===== src/rtl/mult_pkg.sv =====
// Shared definitions for the Karatsuba multiplier library: accumulator sizing and
// the state encoding of the dot-product accumulation stage.
package mult_pkg;

  typedef enum logic [1:0] {
    ST_IDLE  = 2'd0,
    ST_ACCUM = 2'd1,
    ST_HOLD  = 2'd2
  } acc_state_t;

  function automatic int acc_w(input int width, input int guard);
    return 2 * width + guard;
  endfunction

endpackage


===== src/rtl/acc_sat_add.sv =====
// Combinational accumulator adder with carry-out. With ACC_SAT_EN defined the sum
// clamps to all-ones on carry; an all-ones accumulator therefore stays pinned.
module acc_sat_add #(
  parameter int ACC_W = 24,
  parameter int IN_W  = 16
) (
  input  logic [ACC_W-1:0] i_acc,
  input  logic [IN_W-1:0]  i_add,
  output logic [ACC_W-1:0] o_sum,
  output logic             o_carry
);

  logic [ACC_W:0] w_full;

  assign w_full  = {1'b0, i_acc} + {{(ACC_W + 1 - IN_W){1'b0}}, i_add};
  assign o_carry = w_full[ACC_W];

`ifdef ACC_SAT_EN
  assign o_sum = o_carry ? {ACC_W{1'b1}} : w_full[ACC_W-1:0];
`else
  assign o_sum = w_full[ACC_W-1:0];
`endif

endmodule


===== src/rtl/karatsuba_dot_acc.sv =====
// Burst accumulator behind the Karatsuba multiplier: sums in_last-delimited product
// bursts and holds the total for a valid/ready consumer. Optional macro: ACC_SAT_EN.
module karatsuba_dot_acc
  import mult_pkg::*;
#(
  parameter  int WIDTH = 8,
  parameter  int GUARD = 8,
  parameter  int CNT_W = 16,
  localparam int ACC_W = acc_w(WIDTH, GUARD)
) (
  input  logic               clk,
  input  logic               rst,
  input  logic               in_valid,
  output logic               in_ready,
  input  logic [2*WIDTH-1:0] product_in,
  input  logic               in_last,
  output logic               out_valid,
  input  logic               out_ready,
  output logic [ACC_W-1:0]   acc_out,
  output logic [CNT_W-1:0]   term_count,
  output logic               overflow
);

  acc_state_t       r_state, w_state_nxt;
  logic [ACC_W-1:0] r_acc, w_acc_nxt;
  logic [CNT_W-1:0] r_cnt, w_cnt_nxt;
  logic             r_ovf, w_ovf_nxt;

  logic             w_accept;
  logic [ACC_W-1:0] w_sum;
  logic             w_carry;

  acc_sat_add #(.ACC_W(ACC_W), .IN_W(2 * WIDTH)) u_add (
    .i_acc   (r_acc),
    .i_add   (product_in),
    .o_sum   (w_sum),
    .o_carry (w_carry)
  );

  assign in_ready   = (r_state != ST_HOLD);
  assign out_valid  = (r_state == ST_HOLD);
  assign w_accept   = in_valid & in_ready;
  assign acc_out    = r_acc;
  assign term_count = r_cnt;
  assign overflow   = r_ovf;

  always_comb begin
    w_state_nxt = r_state;
    w_acc_nxt   = r_acc;
    w_cnt_nxt   = r_cnt;
    w_ovf_nxt   = r_ovf;
    case (r_state)
      ST_IDLE: begin
        if (w_accept) begin
          w_acc_nxt   = {{GUARD{1'b0}}, product_in};
          w_cnt_nxt   = CNT_W'(1);
          w_ovf_nxt   = 1'b0;
          w_state_nxt = in_last ? ST_HOLD : ST_ACCUM;
        end
      end
      ST_ACCUM: begin
        if (w_accept) begin
          w_acc_nxt   = w_sum;
          w_ovf_nxt   = r_ovf | w_carry;
          // term counter saturates rather than wrapping on very long bursts
          w_cnt_nxt   = (r_cnt == {CNT_W{1'b1}}) ? r_cnt : r_cnt + CNT_W'(1);
          w_state_nxt = in_last ? ST_HOLD : ST_ACCUM;
        end
      end
      ST_HOLD: begin
        if (out_ready) w_state_nxt = ST_IDLE;
      end
      default: w_state_nxt = ST_IDLE;
    endcase
  end

  always_ff @(posedge clk) begin
    if (rst) begin
      r_state <= ST_IDLE;
      r_acc   <= '0;
      r_cnt   <= '0;
      r_ovf   <= 1'b0;
    end else begin
      r_state <= w_state_nxt;
      r_acc   <= w_acc_nxt;
      r_cnt   <= w_cnt_nxt;
      r_ovf   <= w_ovf_nxt;
    end
  end

endmodule


===== config.mk =====
export PLATFORM = sky130hd
export DESIGN_NAME = karatsuba_dot_acc
export DESIGN_NICKNAME = d
export VERILOG_FILES = /design/src/rtl/mult_pkg.sv /design/src/rtl/acc_sat_add.sv /design/src/rtl/karatsuba_dot_acc.sv
export SDC_FILE = /design/constraint.sdc
export NUM_CORES = 1
export LEC_CHECK = 0
export ABC_AREA = 1
export CAP_MARGIN = 30
export CORE_MARGIN = 2
export CORE_UTILIZATION = 25
export CTS_CLUSTER_DIAMETER = 40
export CTS_CLUSTER_SIZE = 20
export DETAILED_ROUTE_END_ITERATION = 12
export GPL_TIMING_DRIVEN = 0
export SLEW_MARGIN = 40
export SYNTH_ARGS = -nofsm -noshare
export SYNTH_HDL_FRONTEND = slang
export SYNTH_SLANG_ARGS = --single-unit

===== constraint.sdc =====
create_clock -name clk -period 6.9 [get_ports clk]
set_clock_uncertainty 0.2 [all_clocks]
set_input_delay 2.07 -clock clk [delete_from_list [all_inputs] [get_ports clk]]
set_output_delay 2.07 -clock clk [all_outputs]
set_load 0.03 [all_outputs]

==> metrics.md, run 1 <==
| Metric | Value |
|---|---|
| Status | complete, no violations |
| Total vias in the final route | 3,414 |
| Post-synthesis cell type count | 39 |
| Tmin final | ~4.2 ns |
| DRC viols | 0 |
| Final Max Slew Viols | 0 |
| Initial Util | about 25% |
| CTS root buf | clkbuf_16 |
| Initial antenna violation count | 0 |
| Max-cap violations | 0 |
| Final HPWL DP | roughly 7300 microns |
| Worst vdd ir | slightly below 90 uV |
| Die area | between 10,000 and 15,000 sq um |
| ANT nets after route | 0 |
| Leakage | approximately 0.0018 uW |
| Vias in the first global route | about 3,300 |
| Post-cts hold buffer count | 0 |
| EDFF count, synth | 0 |
| Worst slew margin | between 60% and 70% |
| Syn Nets | ~560 |
| First-pass GRT wire length | 15,500 microns |
| H-tree Lvls | 2 |
| Flops & latches, synth | 43 |
| PD cells | ~170 nW/um^2 |
| Final GP Congestion | 0.846 |
| Crit. End Element | register |
| CTS clock-pin slew for the worst setup and hold paths | approximately 0.070 ns |
| Final setup vio count | 0 |
| Layout cells sized above 1 | under 10% |
| Pin count of the biggest net entering global routing | 14 |
| Drt first pass iters | 5 |
| Final wirelength | 9280 microns |
| # rows | ~40 |
| Commonest non-fill, non-tap cells in the layout | nand2_1 (140), inv_1 (88), nor2_1 (64) |
| Slowest cell delay on critical path | approximately 0.50 ns |
| Top_reg_cell synth | dfxtp_1 |
| # diodes | 0 |
| Die X-Extent | 116 microns |
| Die H | 116 microns |
| GRT overflow | 0 |
| Synth-to-Final Area Change | 31.0% |
| Top Family by Delay on Critical Path | simple AND/OR/NAND/NOR gates |
| Top cells by area, synth | dfxtp_1 (27%), nand2_1 (17%), inv_1 (10%) |
| Core area | approximately 12,000 sq um |
| Hold Startpoint | overflow |
| Via-per-instance ratio | around 4.5 |
| RSZ-0062 raised after global routing | no |
| Critical path class | primary input to register |
| CP Launch Type | primary input |
| CTS Sinks | 43 |
| Async SR Flop Fraction | 0% |
| Hold Crit Class | register to register |
| IO Port Bufs | 62 |
| CTS buffer count | 5 |
| Slowest-stage cell, CP | clkdlybuf4s50_1 |
| Netlist area before placement | 3160 sq um |
| Longest Clk Path Bufs | 2 |
| Storage cell area | roughly 860 sq um |
| Top-area cell type share of the netlist area | around 27% |
| DR WL/cell | roughly 12 microns |
| Area post-placement | around 4000 sq um |
| Cell type with the highest aggregate area in the netlist | dfxtp_1 |
| Cells after synthesis | around 520 |
| Final nets | ~630 |
| Register area share after synthesis | approximately 27% |
| Skew-Pair Late Insertion Delay | slightly below 0.3 ns |
| Multi-input gate area | around 1900 sq um |
| Worst-path maximum fanout | 5 |
| Slew @ Worst Pin | approximately 0.57 ns |
| Final instance area | around 4100 sq um |
| Post-CTS sizing | 0 |
| FILL cells | between 1,000 and 1,500 |
| CTS tree | yes |
| Worst reg2reg startpoint | acc_out[0] |
| Mean Syn Cell Area | approximately 6.1 sq um |
| Crit-path most repeated cell | nand3_1 |
| Final Total Pwr | roughly 690 uW |
| Post-CTS setup buffers | 0 |
| 1st-iter DRT viols | 193 |
| Fmax | about 0.24 GHz |
| Worst path required time | 6.93 ns |
| Cells along the critical path | clkdlybuf4s50_1, ha_1, inv_1, fa_1, inv_1, nand3_1, nand3_1, nand3_1, nand3_1, nand2_1, nand2_1, nand3b_1, a21oi_1 |
| Final setup TNS | 0 ns |
| Commonest non-fill, non-tap cell in the layout | nand2_1 |
| I/O pins | 64 |
| Warnings, synthesis | 0 |
| Hold Vio Cnt, Final | 0 |
| Arr. time, crit path | around 4.2 ns |
| Launch point of the worst path | product_in[0] |
| Buf/Inv on CP | 3 |
| Fin crit share | between 60% and 70% |
| Gr usage total | about 14% |
## cell families (layout without fill, tap and decap cells)
family	count (synthesis)	in the layout	synth area share (%)
flops	43	43	27.3
xor+xnor	3	3	0.832
buf+inv	102	172	12.6
simple gates	277	277	38.3
compound gates	75	75	13.6
fa+ha+maj	18	18	7.37
## state kept, by name, summed over array words and instances, names as in the netlist
| register | cells |
|---|---|
| term_count | 16 |
| r_state | 2 |
| acc_out | 24 |
| overflow | 1 |
## where the power goes
part | switching (uW) | internal [uW] | total, uW
Combinational | 115 | 70.1 | 185
Clock | 108 | 134 | 242
Sequential | 8.47 | 257 | 266
Total | 231 | 461 | 693
## per-layer routing
| metal | vias up | GRT usage, % | part of all wire (%) |
|---|---|---|---|
| met5 | - | 0 | 0 |
| met4 | 0 | 4.92 | 1.6 |
| met3 | 10 | 2.65 | 4.8 |
| met2 | 88 | 25.0 | 48 |
| li1 | 1783 | - | - |
| met1 | 1533 | 17.7 | 45 |
## worst register-to-register path, stage by stage, from the launching register on
cell and delay (ns):
dfxtp_1 0.36, ha_1 0.19, inv_1 0.06, fa_1 0.40, inv_1 0.09, nand3_1 0.09
nand3_1 0.15, nand3_1 0.12, nand3_1 0.11, nand2_1 0.06, nand2_1 0.14, nand3b_1 0.11
a21oi_1 0.14
## per-stage QoR
stage               worst slack [ns]  instances  hold WS [ns]  utilization (%)
finish                          2.70        760         0.265             33.2
detailed placement              2.41        752         0.263             32.0
floorplan                       3.18        518         0.374                -
global route                    2.52        760         0.309             33.2
CTS                             2.70        760         0.272             33.2
global placement                2.45        752         0.254             32.0
## area by class of cell
class,instances,share of cell area [%]
inverter,92,8.35
multi-input combinational,373,45.9
tap,172,5.21
clock buffer,6,3.12
sequential,43,20.8
buffer,10,1.30
clock inverter,2,0.303
timing repair buffer,62,15.0
## cell usage after synthesis, drive strengths merged (2+ instances only)
master / n
nand2: 147
inv: 92
nor2: 68
dfxtp: 43
a21oi: 42
nand3: 41
ha: 17
o21ai: 16
nand4: 9
buf: 6
nor3: 5
clkbuf: 4
o211ai: 3
or2: 3
a31o: 2
a31oi: 2
nor4: 2
o21a: 2
o21bai: 2
o221a: 2
o221ai: 2
o22ai: 2
xnor2: 2
## final timing paths
kind	to	slack (ns)	depth (start not counted)
worst max-delay path	overflow	2.70	13
worst min-delay path	overflow	0.27	2
worst max register to register	overflow	4.63	12
worst min register to register	overflow	0.27	2
(Power assumes the default switching activity.)
==> run 2: changes to the inputs <==
- clock period: 6.9 -> 3.5 ns (I/O delays scaled with it)
==> results of run 2 <==
Same layout as run 1 (identical final DEF). Status: complete, no violations.
Main changes from that run: setup slack after placement 2.41 ns -> 0.0285 ns; setup slack after layout 2.70 ns -> 0.325 ns; register-to-register setup slack 4.63 ns -> 1.23 ns; total power 693 uW -> 1370 uW; worst IR drop on VDD 88.5 uV -> 175 uV
==> run 3: changes to the inputs <==
- SYNTH_HIERARCHICAL: not set -> 1
==> run 3 against run 2 <==
Final cell count grew 18%. Clock power is essentially flat. Wire length rose by 20%. Clock-buffer cell count unchanged. Total power up 4.0%. Synthesized area up 17%. Maximum frequency decreased by 1.8%. First-iteration DRC count increased by 2.1%. Critical path type unchanged. Critical endpoint is now acc_out[12].
==> metrics.md, run 3 <==
| Metric | Value |
|---|---|
| Status | complete, no violations |
| Final setup TNS | 0 ns (unchanged) |
| Mean Syn Cell Area | 5.75 sq um (-5.7%) |
| Cells after synthesis | 644 (+24%) |
| Max reg flops | 24 (unchanged) |
| Top-area cell type share of the netlist area | 24.6% (-2.6 points) |
| Layout cells sized above 1 | 5.74% (-0.89 points) |
| Initial Util | 25.6% (+0.25 points) |
| # diodes | 0 (unchanged) |
| Final setup vio count | 0 (unchanged) |
| Sw Share | 34.8% |
| Core area | 14,500 sq um (+16%) |
| Post-CTS sizing | 0 (unchanged) |
| Tmin final | 3.23 ns |
| EDFF count, synth | 0 (unchanged) |
| Hold Crit Class | register to register |
| CTS Sinks | 43 (unchanged) |
| Final wirelength | 11,100 microns (+20%) |
| Worst path required time | between 3 and 4 ns |
| CTS buffer count | 5 (unchanged) |
| Synth-to-Final Area Change | 26.8% |
| Flops & latches, synth | 43 (unchanged) |
| CTS root buf | clkbuf_16 |
| Cells along the critical path | clkdlybuf4s50_1, ha_1, fa_1, nand2_1, nand2_1, and2_1, nand3_1, nand3_1, xor2_1, nand2_1, nand3_1, o211ai_1, inv_1 |
| Top-count cell post-synth | nand2_1 |
| Initial antenna violation count | 0 (unchanged) |
| Vias in the first global route | 3,861 (+17%) |
| Final Max Slew Viols | 0 (unchanged) |
| ANT nets after route | 0 (unchanged) |
| Worst slew margin | 60.6% (-1.4 points) |
| Die area | 15,800 sq um (+17%) |
| CTS tree | yes |
| Synth cell count leaders | nand2_1 (243), inv_1 (98), nand3_1 (61), nor2_1 (59), dfxtp_1 (43) |
| Top_reg_cell synth | dfxtp_1 |
| Die H | 126 microns (+8.0%) |
| Total vias in the final route | 4,057 (+19%) |
| H-tree Lvls | 2 (unchanged) |
| Cell type with the highest aggregate area in the netlist | nand2_1 |
| Final nets | 752 (+20%) |
| Skew-Pair Late Insertion Delay | 0.29 ns (about the same) |
| Slowest-stage cell, CP | fa_1 |
| Worst vdd ir | 186 uV |
| Max-cap violations | 0 (unchanged) |
| Syn Nets | 683 (+23%) |
| Final Total Pwr | between 1000 and 1500 uW |
| Leakage | 0.00219 uW (+20%) |
| Worst Hold Slack | 0.283 ns (+0.0180 ns) |
| Async SR Flop Fraction | 0% (unchanged) |
| Register area share after synthesis | 23.3% (-4.0 points) |
| GRT overflow | 0 (unchanged) |
| Fmax | around 0.3 GHz |
| DRC viols | 0 (unchanged) |
| # rows | 44 (+7.3%) |
| Post-CTS setup buffers | 0 (unchanged) |
| DR WL/cell | 12.4 microns (+1.7%) |
| Top cells by area, synth | nand2_1 (25%), dfxtp_1 (23%), inv_1 (9.9%) |
| Slowest cell delay on critical path | 0.46 ns (-0.04 ns) |
| I/O pins | 64 (unchanged) |
| RSZ-0062 raised after global routing | no |
| Buf/Inv on CP | 2 (-1) |
| Post-layout util | 32.4% (-0.74 points) |
| Pin count of the biggest net entering global routing | 14 (unchanged) |
| IO Port Bufs | 62 (unchanged) |
| 1st-iter DRT viols | 197 (+2.1%) |
| Comb power frac | 29.3% (+2.5 points) |
| Slew @ Worst Pin | 0.592 ns (+0.0206 ns) |
| FILL cells | 1,606 (+19%) |
| First-pass GRT wire length | 18,800 microns (+22%) |
| CP Launch Type | primary input |
| Crit. End Element | register |
| P_int | 927 uW |
| Via-per-instance ratio | 4.52 (+0.57%) |
| Top Family by Delay on Critical Path | adder cells |
| Arr. time, crit path | roughly 3.2 ns |
| Post-cts hold buffer count | 0 (unchanged) |
| Worst-path maximum fanout | 4 (-1) |
| Commonest non-fill, non-tap cell in the layout | nand2_1 |
| Multi-input gate area | 2380 sq um (+25%) |
| Sw power | 494 uW |
| CTS clock-pin slew for the worst setup and hold paths | 0.06 ns (about the same) |
| Drt first pass iters | 5 (unchanged) |
| Post-synthesis cell type count | 37 (-5.1%) |
| Hold Vio Cnt, Final | 0 (unchanged) |
| Critical path class | primary input to register |
| PD cells | 303 nW/um^2 |
| Warnings, synthesis | 6 (+6) |
| Part of the power in the clock network | 33.6% (-1.3 points) |
| Netlist area before placement | 3700 sq um (+17%) |
| Final HPWL DP | 8970 microns (+22%) |
| Fin crit share | between 90% and 100% |
| Die X-Extent | 126 microns (+8.0%) |
| Final GP Congestion | 0.891 (+5.3%) |
| Longest Clk Path Bufs | 2 (unchanged) |
| Commonest non-fill, non-tap cells in the layout | nand2_1 (243), inv_1 (98), clkdlybuf4s50_1 (62) |
| Sequential Power Share | 37.2% (-1.2 points) |
| Storage cell area | 861 sq um (unchanged) |
| Gr usage total | 14.4% (+0.078 points) |
[run 3: changes by cell type in the layout (fill, tap and decap cells not counted), moves of 3 or more]
cell	change
inv_1	+10
xor2_1	+11
nand3_1	+23
nor2_1	-5
o211ai_1	+13
o21ai_0	-10
nand2_1	+103
a21oi_1	-18
buf_2	+5
nor2_2	+3
[run 3: layer usage]
metal,vias to the layer above,wire length (microns),track usage [%]
met3,10,402,2.46
met4,0,85,2.94
met2,76,5340,25.5
met1,1822,5320,18.4
li1,2149,-,-
met5,-,0,0
[run 3: metrics by stage]
step | setup slack, ns | area [sq um] | std cells
6_report | 0.266 | 4690 | 898
5_1_grt | 0.109 | 4690 | 898
4_1_cts | 0.262 | 4690 | 898
3_5_place_dp | -0.0420 | 4550 | 890
3_3_place_gp | -0.0490 | 4550 | 890
2_1_floorplan | 0.712 | 3700 | 644
[run 3: final timing paths]
path | from | cells past startpoint | endpoint | slack, ns
hold reg to reg | overflow | 2 | overflow | 0.28
hold / removal | overflow | 2 | overflow | 0.28
setup / recovery | product_in[0] | 13 | acc_out[12] | 0.27
setup reg to reg | acc_out[0] | 12 | acc_out[12] | 1.13
[run 3: final cells by class]
type                       count  area share, %
multi-input combinational    484           50.7
sequential                    43           18.3
timing repair buffer          62           13.2
inverter                     102           8.16
tap                          184           4.90
clock buffer                   6           2.75
buffer                        15           1.68
clock inverter                 2          0.267
[run 3: logic make-up after synthesis]
kind of cell / after synthesis / synth area share, %
and+or+nand+nor: 402 / 46.7
DFF: 43 / 23.3
xor gates and xnor gates: 13 / 3.08
buffers and inverters: 117 / 12.5
adders and majority gates: 18 / 6.29
AOI/OAI and AO/OA: 51 / 8.25
[run 3: worst register-to-register path, stage by stage (launching register included)]
cell      delay [ns]
dfxtp_1         0.33
ha_1            0.27
fa_1            0.46
nand2_1         0.09
nand2_1         0.08
and2_1          0.19
nand3_1         0.08
nand3_1         0.11
xor2_1          0.16
nand2_1         0.07
nand3_1         0.06
o211ai_1        0.10
inv_1           0.05
[run 3: power by group through the flow]
stage | Sequential (uW) | Clock, uW | Combinational, uW
after floorplan | 569 | 0 | 249
after global placement | 540 | 0 | 416
after detailed placement | 539 | 0 | 417
after CTS | 528 | 491 | 419
after global routing | 530 | 509 | 469
final | 528 | 477 | 416
